--- config.mk ---
export PLATFORM = sky130hd
export DESIGN_NAME = hex_display_sequencer
export DESIGN_NICKNAME = d
export VERILOG_FILES = /design/src/rtl/hex_seq_pkg.sv /design/src/rtl/hex7seg_encoder.sv /design/src/rtl/hex_display_sequencer.sv
export SDC_FILE = /design/constraint.sdc
export NUM_CORES = 1
export LEC_CHECK = 0
export CAP_MARGIN = 20
export CORE_MARGIN = 5
export CORE_UTILIZATION = 55
export DETAILED_ROUTE_END_ITERATION = 6
export DONT_BUFFER_PORTS = 1
export PLACE_DENSITY = 0.8
export SLEW_MARGIN = 20
export SYNTH_ARGS = -nofsm -noshare
export SYNTH_HDL_FRONTEND = slang
export SYNTH_SLANG_ARGS = --single-unit
export TNS_END_PERCENT = 50
--- constraint.sdc ---
create_clock -name clk -period 3.5 [get_ports clk]
set_input_delay 0.875 -clock clk [delete_from_list [all_inputs] [get_ports clk]]
set_output_delay 0.875 -clock clk [all_outputs]
set_load 0.01 [all_outputs]
--- src/rtl/hex_seq_pkg.sv ---
// Shared definitions for the hex display sequencer.
//   state_t    : sequencer FSM states
//   SEG_TABLE  : active-high gfedcba patterns for hex digits 0..F
//   SEG_BLANK  : active-high pattern with every segment off
//   lz_mask()  : leading-zero blank mask for a four-digit value
package hex_seq_pkg;

  typedef enum logic [1:0] {
    IDLE  = 2'd0,
    WRITE = 2'd1,
    DONE  = 2'd2
  } state_t;

  localparam logic [6:0] SEG_BLANK = 7'h00;

  localparam logic [6:0] SEG_TABLE [16] = '{
    7'h3F, 7'h06, 7'h5B, 7'h4F, 7'h66, 7'h6D, 7'h7D, 7'h07,
    7'h7F, 7'h6F, 7'h77, 7'h7C, 7'h39, 7'h5E, 7'h79, 7'h71
  };

  // Digit i (3..1) is a leading zero when it and every digit above it are
  // zero. Digit 0 always shows, so a value of zero still displays "0".
  function automatic logic [3:0] lz_mask(input logic [15:0] digits);
    logic [3:0] m;
    m[3] = (digits[15:12] == 4'h0);
    m[2] = m[3] && (digits[11:8] == 4'h0);
    m[1] = m[2] && (digits[7:4] == 4'h0);
    m[0] = 1'b0;
    return m;
  endfunction

endpackage

--- src/rtl/hex7seg_encoder.sv ---
// Combinational seven-segment encoder.
//   nibble     : hex value to display
//   blank      : 1 = all segments off
//   active_low : 1 = a lit segment is driven as logic 0
//   seg        : gfedcba pattern (bit 0 = segment a)
module hex7seg_encoder
  import hex_seq_pkg::*;
(
  input  logic [3:0] nibble,
  input  logic       blank,
  input  logic       active_low,
  output logic [6:0] seg
);

  logic [6:0] seg_high;

  always_comb begin
    seg_high = blank ? SEG_BLANK : SEG_TABLE[nibble];
    // Inverting the blank pattern too gives all-off for either polarity.
    seg      = active_low ? ~seg_high : seg_high;
  end

endmodule

--- src/rtl/hex_display_sequencer.sv ---
// Writes four hex digits, one per cycle, to four memory-mapped 7-segment
// display ports, then pulses done.
//   clk, reset_n      : clock, asynchronous active-low reset
//   start             : request, sampled only while idle
//   digits_in[15:0]   : four nibbles, [3:0] = rightmost digit 0
//   blank_in[3:0]     : per-digit force-blank mask
//   busy, done        : request in service / one-cycle completion pulse
//   hex_chipselect    : one-hot port select, bit i = digit i
//   hex_address       : port register address, always 0
//   hex_write_n       : active-low write strobe
//   hex_writedata     : gfedcba segment pattern
module hex_display_sequencer
  import hex_seq_pkg::*;
#(
  parameter bit SEG_ACTIVE_LOW = 1'b1,
  parameter bit LZ_BLANK       = 1'b0
) (
  input  logic        clk,
  input  logic        reset_n,
  input  logic        start,
  input  logic [15:0] digits_in,
  input  logic [3:0]  blank_in,
  output logic        busy,
  output logic        done,
  output logic [3:0]  hex_chipselect,
  output logic [1:0]  hex_address,
  output logic        hex_write_n,
  output logic [6:0]  hex_writedata
);

  state_t      state_q, state_d;
  logic [1:0]  idx_q, idx_d;
  logic [15:0] digits_q, digits_d;
  logic [3:0]  blank_q, blank_d;
  logic        busy_q, busy_d;
  logic        done_q, done_d;
  logic [3:0]  cs_q, cs_d;
  logic        write_n_q, write_n_d;
  logic [6:0]  wdata_q, wdata_d;
  logic [1:0]  addr_q;

  // Source of the digit shown next cycle: the live inputs on the accepting
  // edge, the captured copy afterwards.
  logic [15:0] src_digits;
  logic [3:0]  src_blank;
  logic [3:0]  blank_mask;
  logic [3:0]  sel_nibble;
  logic        sel_blank;
  logic [6:0]  seg_pattern;

  // Outputs are registered, so everything below is computed for the *next*
  // cycle: the first write appears in the cycle right after start is taken.
  always_comb begin
    // NOTE: every signal gets a default before the case so no path leaves it
    // unassigned; a missing default here would infer a latch.
    state_d    = state_q;
    idx_d      = idx_q;
    digits_d   = digits_q;
    blank_d    = blank_q;
    src_digits = digits_q;
    src_blank  = blank_q;

    unique case (state_q)
      IDLE: begin
        if (start) begin
          state_d    = WRITE;
          idx_d      = 2'd0;
          digits_d   = digits_in;
          blank_d    = blank_in;
          src_digits = digits_in;
          src_blank  = blank_in;
        end
      end
      WRITE: begin
        if (idx_q == 2'd3) begin
          state_d = DONE;
          idx_d   = 2'd0;
        end else begin
          idx_d = idx_q + 2'd1;
        end
      end
      DONE:    state_d = IDLE;
      default: state_d = IDLE;
    endcase

    blank_mask = src_blank | (LZ_BLANK ? lz_mask(src_digits) : 4'b0000);
    sel_nibble = src_digits[{idx_d, 2'b00} +: 4];
    sel_blank  = blank_mask[idx_d];

    busy_d    = (state_d != IDLE);
    done_d    = (state_d == DONE);
    cs_d      = (state_d == WRITE) ? (4'b0001 << idx_d) : 4'b0000;
    write_n_d = (state_d != WRITE);
    wdata_d   = (state_d == WRITE) ? seg_pattern : 7'h00;
  end

  hex7seg_encoder u_encoder (
    .nibble     (sel_nibble),
    .blank      (sel_blank),
    .active_low (SEG_ACTIVE_LOW),
    .seg        (seg_pattern)
  );

  // Reset clears the FSM and all outputs at once, which also aborts a
  // sequence in flight: nothing resumes after release.
  always_ff @(posedge clk or negedge reset_n) begin
    if (!reset_n) begin
      state_q   <= IDLE;
      idx_q     <= 2'd0;
      digits_q  <= 16'h0000;
      blank_q   <= 4'b0000;
      busy_q    <= 1'b0;
      done_q    <= 1'b0;
      cs_q      <= 4'b0000;
      write_n_q <= 1'b1;
      wdata_q   <= 7'h00;
      addr_q    <= 2'b00;
    end else begin
      // NOTE: non-blocking assignments so every flop samples the values
      // from before this edge, independent of statement order.
      state_q   <= state_d;
      idx_q     <= idx_d;
      digits_q  <= digits_d;
      blank_q   <= blank_d;
      busy_q    <= busy_d;
      done_q    <= done_d;
      cs_q      <= cs_d;
      write_n_q <= write_n_d;
      wdata_q   <= wdata_d;
      addr_q    <= 2'b00;
    end
  end

  assign busy           = busy_q;
  assign done           = done_q;
  assign hex_chipselect = cs_q;
  assign hex_address    = addr_q;
  assign hex_write_n    = write_n_q;
  assign hex_writedata  = wdata_q;

endmodule

==> reports/summary.txt, run 1 <==
status = completed
max-slew violations = 0
initial drt markers = 61
post-cts resize count = 0
first-pass GRT wire length = 5202 µm
chip width = 67.81 µm
remaining routing DRC violations = 0
Multi-input gate area = 803.3 µm²
Clock Sinks = 38
initial antenna violation count = 0
H-Tree Depth = 2
Req. time, crit path = 3.75 ns
CP arrival = 3.09 ns
Yosys reg bits = 38
drt via density = 5.500
Post-Syn Area = 1838 µm²
Antenna Nets Post-Route = 0
Final setup viols = 0
Hold-fix buffers, CTS = 0
Worst path max stage delay = 0.48 ns
post-DR wirelength/cell = 17.07 µm
Cell variety after synth = 32
Nets = 173
Clk Latency, worst-skew pair = 0.33 ns
Antenna Cells = 0
setup tns final = 0 ns
synth warn = 0
fillers = 275
port bufs = 0
placed wire-length estimate = 2437 µm
gr ovfl total = 0
period utilisation layout = 0.8110
most used cell, CP = mux2i_1
Die Height = 67.81 µm
proportion of layout cells with a drive suffix above 1 = 0.2917
register area share after synthesis = 0.5180
DRT Pass-1 Iters = 4
Slew HR = 0.6090
largest net degree at the start of global routing = 39
most frequent cells in the layout = 37 x dfrtp_1, 25 x mux2_2, 13 x mux2i_1
area added between synthesis and finish = 3.948%
Hold Vio Cnt, Final = 0
vias in the first global route = 1077
Startpoint Class = primary input
CP Cell Sequence = nor3b_2 > buf_4 > mux2_2 > mux2i_1 > mux2i_1 > inv_1 > ha_1 > or3_1 > a31oi_1
Top FF cell, synth = dfrtp_1
EDFF count, synth = 0
syn avg cell area = 13.22 µm²
fin crit period = 2.839 ns
ys async rst share = 1.000
achievable frequency = 0.3523 GHz
DRT Wirelength = 3244 µm
Worst Path Buf+Inv = 2
TritonCTS clock tree = yes
Hold Crit Class = primary input to async pin
CP max-delay cell = mux2i_1
delay-heaviest family, CP = multiplexers
register area = 952.2 µm²
Root Driver = clkbuf_4
vias after detailed routing = 1045
Clock Pin Slew Worst Setup and Hold Paths = 0.10 ns
Num CTS Buffers = 5
Core Rows = 21
Critical Path Fanout Max = 20
RSZ-0062 raised after global routing = no
Max-cap violations = 0
postcts setup bufs = 0
clock buffer depth = 2
commonest non-fill, non-tap cell in the layout = dfrtp_1
Syn Inst Count = 139
core area = 3284 µm²
die area = 4598 µm²
slew at the pin with the worst max-slew slack = 0.5702 ns
Setup Skew = 0.008875 ns
Starting Density = 0.5596
Setup CP Type = primary input to register
GRT Total Usage = 0.1570
IO Count = 39
CP Capture Type = register
GPL Wtd Cong = 0.7644
[per-layer routing]
| layer | wire, µm | part of all wire | GRT usage | vias to the layer above |
|---|---|---|---|---|
| met4 | 121 | 0.037 | 0.1067 | 0 |
| met1 | 1219 | 0.38 | 0.1748 | 513 |
| li1 | - | - | - | 492 |
| met5 | 0 | 0 | 0 | - |
| met3 | 156 | 0.048 | 0.02791 | 11 |
| met2 | 1747 | 0.54 | 0.2722 | 29 |
[flip-flops by register name, summed over array words and instances, names as in the netlist]
register        flops
busy                1
done                1
blank_q             4
hex_writedata       7
idx_q               2
state_q             2
digits_q           16
hex_write_n         1
hex_chipselect      4
[synthesized netlist by cell type (all sizes together) (2+ instances only)]
cell type  instances  share of area
dfrtp             37           0.50
mux2              26           0.16
mux2i             14          0.083
ha                 7          0.048
inv                7          0.014
nand2              7          0.014
buf                6          0.031
nor2               4         0.0082
nor3               4          0.011
a31oi              3          0.010
and2               3          0.010
a22oi              2          0.018
nand3              2         0.0054
o221a              2          0.012
or3                2         0.0068
[layout make-up]
class,count,area share
flip-flops and latches,38,0.4984
multi-input cells,88,0.4204
repair buffers,3,0.01179
clock buffers,8,0.02554
inverters,7,0.01375
well taps,46,0.03012
[worst register-to-register path, delay by kind of cell, from the launching register on]
family	cells	cell delay, ns
compound gates	2	0.53
fa+ha+maj	2	0.61
simple gates	1	0.40
mux	2	0.61
buf+inv	1	0.15
flops	1	0.42
[stage by stage]
step           instances  hold slack [ns]  cell area (µm²)  utilization  worst slack (ns)
2_1_floorplan        140           0.4680             1842            -            0.5256
3_3_place_gp         182           0.4811             1862       0.5669            0.4689
3_5_place_dp         182           0.4871             1862       0.5669            0.3369
4_1_cts              190           0.2154             1911       0.5817            0.6781
5_1_grt              190           0.1932             1911       0.5817            0.4715
6_report             190           0.2243             1911       0.5817            0.6615
[cell families after synthesis]
kind of cell,Yosys count,share of synthesized area
flops,38,0.5180
buf+inv,14,0.04697
fa+ha+maj,7,0.04765
compound gates,12,0.06263
mux,40,0.2444
other cells,1,0.002040
simple gates,27,0.07829
[final timing paths]
check                                  from                to  slack (ns)  cells after the start
worst min-delay path                reset_n       digits_q[2]        0.22                      0
worst min register to register  digits_q[7]       digits_q[7]        0.51                      1
min in group clk                digits_q[7]       digits_q[7]        0.51                      1
max in group asynchronous           reset_n       hex_write_n        3.10                      0
worst max register to register     idx_q[0]  hex_writedata[2]        0.71                      8
worst max-delay path                  start  hex_writedata[2]        0.66                      9
Power of run 1 is not shown: default switching activity piles up to over one toggle a cycle in this logic, so the estimate is an artifact.
==> run 2: changes to the inputs <==
- clock period: 3.5 -> 2.8 ns (I/O delays scaled with it)
==> run 2 against run 1 <==
  * Sequential share of layout area fell by 2.7 points
  * Cell count grew 4.7%
  * Die area stayed put
  * Critical path type is now register to register
  * First-iteration DRC count increased by 69%
  * Worst setup slack lost 0.52 ns
  * Via count rose by 5.8%
  * Final area up 5.7%
  * Register-to-register slack got worse by 0.57 ns
  * Critical path depth is 1 higher
  * Worst hold slack got worse by 0.19 ns
==> reports/summary.txt, run 2 (synthesized netlist as in run 1, its figures left out) <==
Setup WS pre-CTS = -0.1074 ns (was 0.3369 ns)
Clk Latency, worst-skew pair = 0.34 ns (was 0.33 ns)
Cells after DPL = 187 (was 182)
fillers = 243 (was 275)
GPL Wtd Cong = 0.8789 (was 0.7644)
Startpoint Class = register (was primary input)
status = completed (unchanged)
Hold Crit Class = primary input to async pin (unchanged)
Reg2Reg Depth = 10 (was 8)
chip width = 67.81 µm (unchanged)
DRT Pass-1 Iters = 5 (was 4)
Final Instance Count excl. Fillers = 199 (was 190)
Req. time, crit path = 3.01 ns (was 3.75 ns)
CP Capture Type = register (unchanged)
CP arrival = 2.87 ns (was 3.09 ns)
Antenna Nets Post-Route = 0 (unchanged)
Top reg by flops = digits_q (unchanged)
Largest register FFs = 16 (unchanged)
post-DR wirelength/cell = 17.30 µm (was 17.07 µm)
area added between synthesis and finish = 9.871% (was 3.948%)
core area = 3284 µm² (unchanged)
largest net degree at the start of global routing = 39 (unchanged)
proportion of layout cells with a drive suffix above 1 = 0.3529 (was 0.2917)
Setup Skew = 0.01139 ns (was 0.008875 ns)
final worst slack = 0.1404 ns (was 0.6615 ns)
Root Driver = clkbuf_4 (unchanged)
period utilisation layout = 0.9498
max-slew violations = 0 (unchanged)
vias after detailed routing = 1106 (was 1045)
TritonCTS clock tree = yes (unchanged)
drt via density = 5.558 (was 5.500)
Critical Path Fanout Max = 8 (was 20)
first-pass GRT wire length = 5526 µm (was 5202 µm)
initial drt markers = 103 (was 61)
die area = 4598 µm² (unchanged)
DRT Wirelength = 3442 µm (was 3244 µm)
most frequent cells in the layout = 37 x dfrtp_1, 24 x mux2_2, 13 x mux2i_1 (was 37 x dfrtp_1, 25 x mux2_2, 13 x mux2i_1)
Worst path max stage delay = 0.44 ns (was 0.48 ns)
placed wire-length estimate = 2600 µm (was 2437 µm)
IO Count = 39 (unchanged)
commonest non-fill, non-tap cell in the layout = dfrtp_1 (unchanged)
GRT Total Usage = 0.1679 (was 0.1570)
Starting Density = 0.5596 (unchanged)
initial antenna violation count = 0 (unchanged)
Hold Vio Cnt, Final = 0 (unchanged)
port bufs = 0 (unchanged)
Num CTS Buffers = 5 (unchanged)
Clock Sinks = 38 (unchanged)
Final setup viols = 0 (unchanged)
fin crit period = 2.660 ns
Max-cap violations = 0 (unchanged)
remaining routing DRC violations = 0 (unchanged)
CP Cell Sequence = nor3b_2 > buf_4 > buf_6 > mux2_2 > mux2_2 > buf_4 > mux2i_4 > mux2i_1 > o221a_2 > nor2_1 (was nor3b_2 > buf_4 > mux2_2 > mux2i_1 > mux2i_1 > inv_1 > ha_1 > or3_1 > a31oi_1)
worst reg-to-reg setup slack = 0.14 ns (was 0.71 ns)
Antenna Cells = 0 (unchanged)
Nets = 182 (was 173)
reg2reg end = hex_writedata[5] (was hex_writedata[2])
achievable frequency = 0.3760 GHz
CP max-delay cell = dfrtp_1 (was mux2i_1)
Die Height = 67.81 µm (unchanged)
R2R Path Start = state_q[0] (was idx_q[0])
H-Tree Depth = 2 (unchanged)
Core Rows = 21 (unchanged)
Setup CP Type = register to register (was primary input to register)
Clock Pin Slew Worst Setup and Hold Paths = 0.11 ns (was 0.10 ns)
clock buffer depth = 2 (unchanged)
vias in the first global route = 1140 (was 1077)
gr ovfl total = 0 (unchanged)
-- run 2: cell types whose count changed in the layout (fill, tap and decap cells not counted) --
cell / change
buf_4: +7
buf_6: +2
clkbuf_1: -3
clkbuf_8: +3
mux2_2: -1
mux2_4: +1
-- run 2: how the worst max path moves through the flow --
stage,cells after the start,endpoint,slack [ns],start
floorplan,12,hex_writedata[3],0.0006,start
global placement,9,hex_writedata[2],0.09,start
detailed placement,9,hex_writedata[2],-0.11,start
CTS,9,hex_writedata[2],0.14,state_q[0]
global route,12,hex_writedata[3],-0.006,state_q[0]
finish,10,hex_writedata[5],0.14,state_q[0]
-- run 2: stage by stage --
stage | setup TNS, ns | instance area (µm²) | utilization | hold slack [ns]
6_report | 0 | 2019 | 0.6149 | 0.03258
2_1_floorplan | 0 | 1842 | - | 0.4044
3_5_place_dp | -0.1074 | 1899 | 0.5783 | 0.4056
3_3_place_gp | 0 | 1899 | 0.5783 | 0.4054
4_1_cts | 0 | 1978 | 0.6023 | 0.02157
5_1_grt | -0.01218 | 2019 | 0.6149 | 0.01836
-- run 2: layout make-up --
| class | instances | area (µm²) | share of cell area |
|---|---|---|---|
| Clock buffer | 8 | 78.83 | 0.03903 |
| Timing Repair Buffer | 12 | 97.59 | 0.04833 |
| Multi-Input combinational cell | 88 | 807.0 | 0.3996 |
| Tap cell | 46 | 57.56 | 0.02850 |
| Inverter | 7 | 26.28 | 0.01301 |
| Sequential cell | 38 | 952.2 | 0.4715 |
-- run 2: routing by layer --
layer,GRT usage,wire length [µm],share of wire,up-vias
met2,0.3074,1923,0.56,26
met3,0.02627,140,0.041,7
met1,0.1824,1286,0.37,562
met4,0.09677,93,0.027,0
met5,0,0,0,-
li1,-,-,-,511
-- run 2: worst max-delay path: cells and delay by family, from the launching register on --
kind	cells	cell delay, ns
simple gates	2	0.30
mux	4	1.17
flops	1	0.44
buf+inv	3	0.42
compound gates	1	0.21
-- run 2: repair_timing --
item | CTS | global route
hold buffers | 0 | 0
hold endpoints to repair | 0 | 0
gates resized for setup | 0 | 3
setup endpoints to repair | 0 | 2
buffers inserted | 0 | 4
Power of run 2 is left out for the same reason.
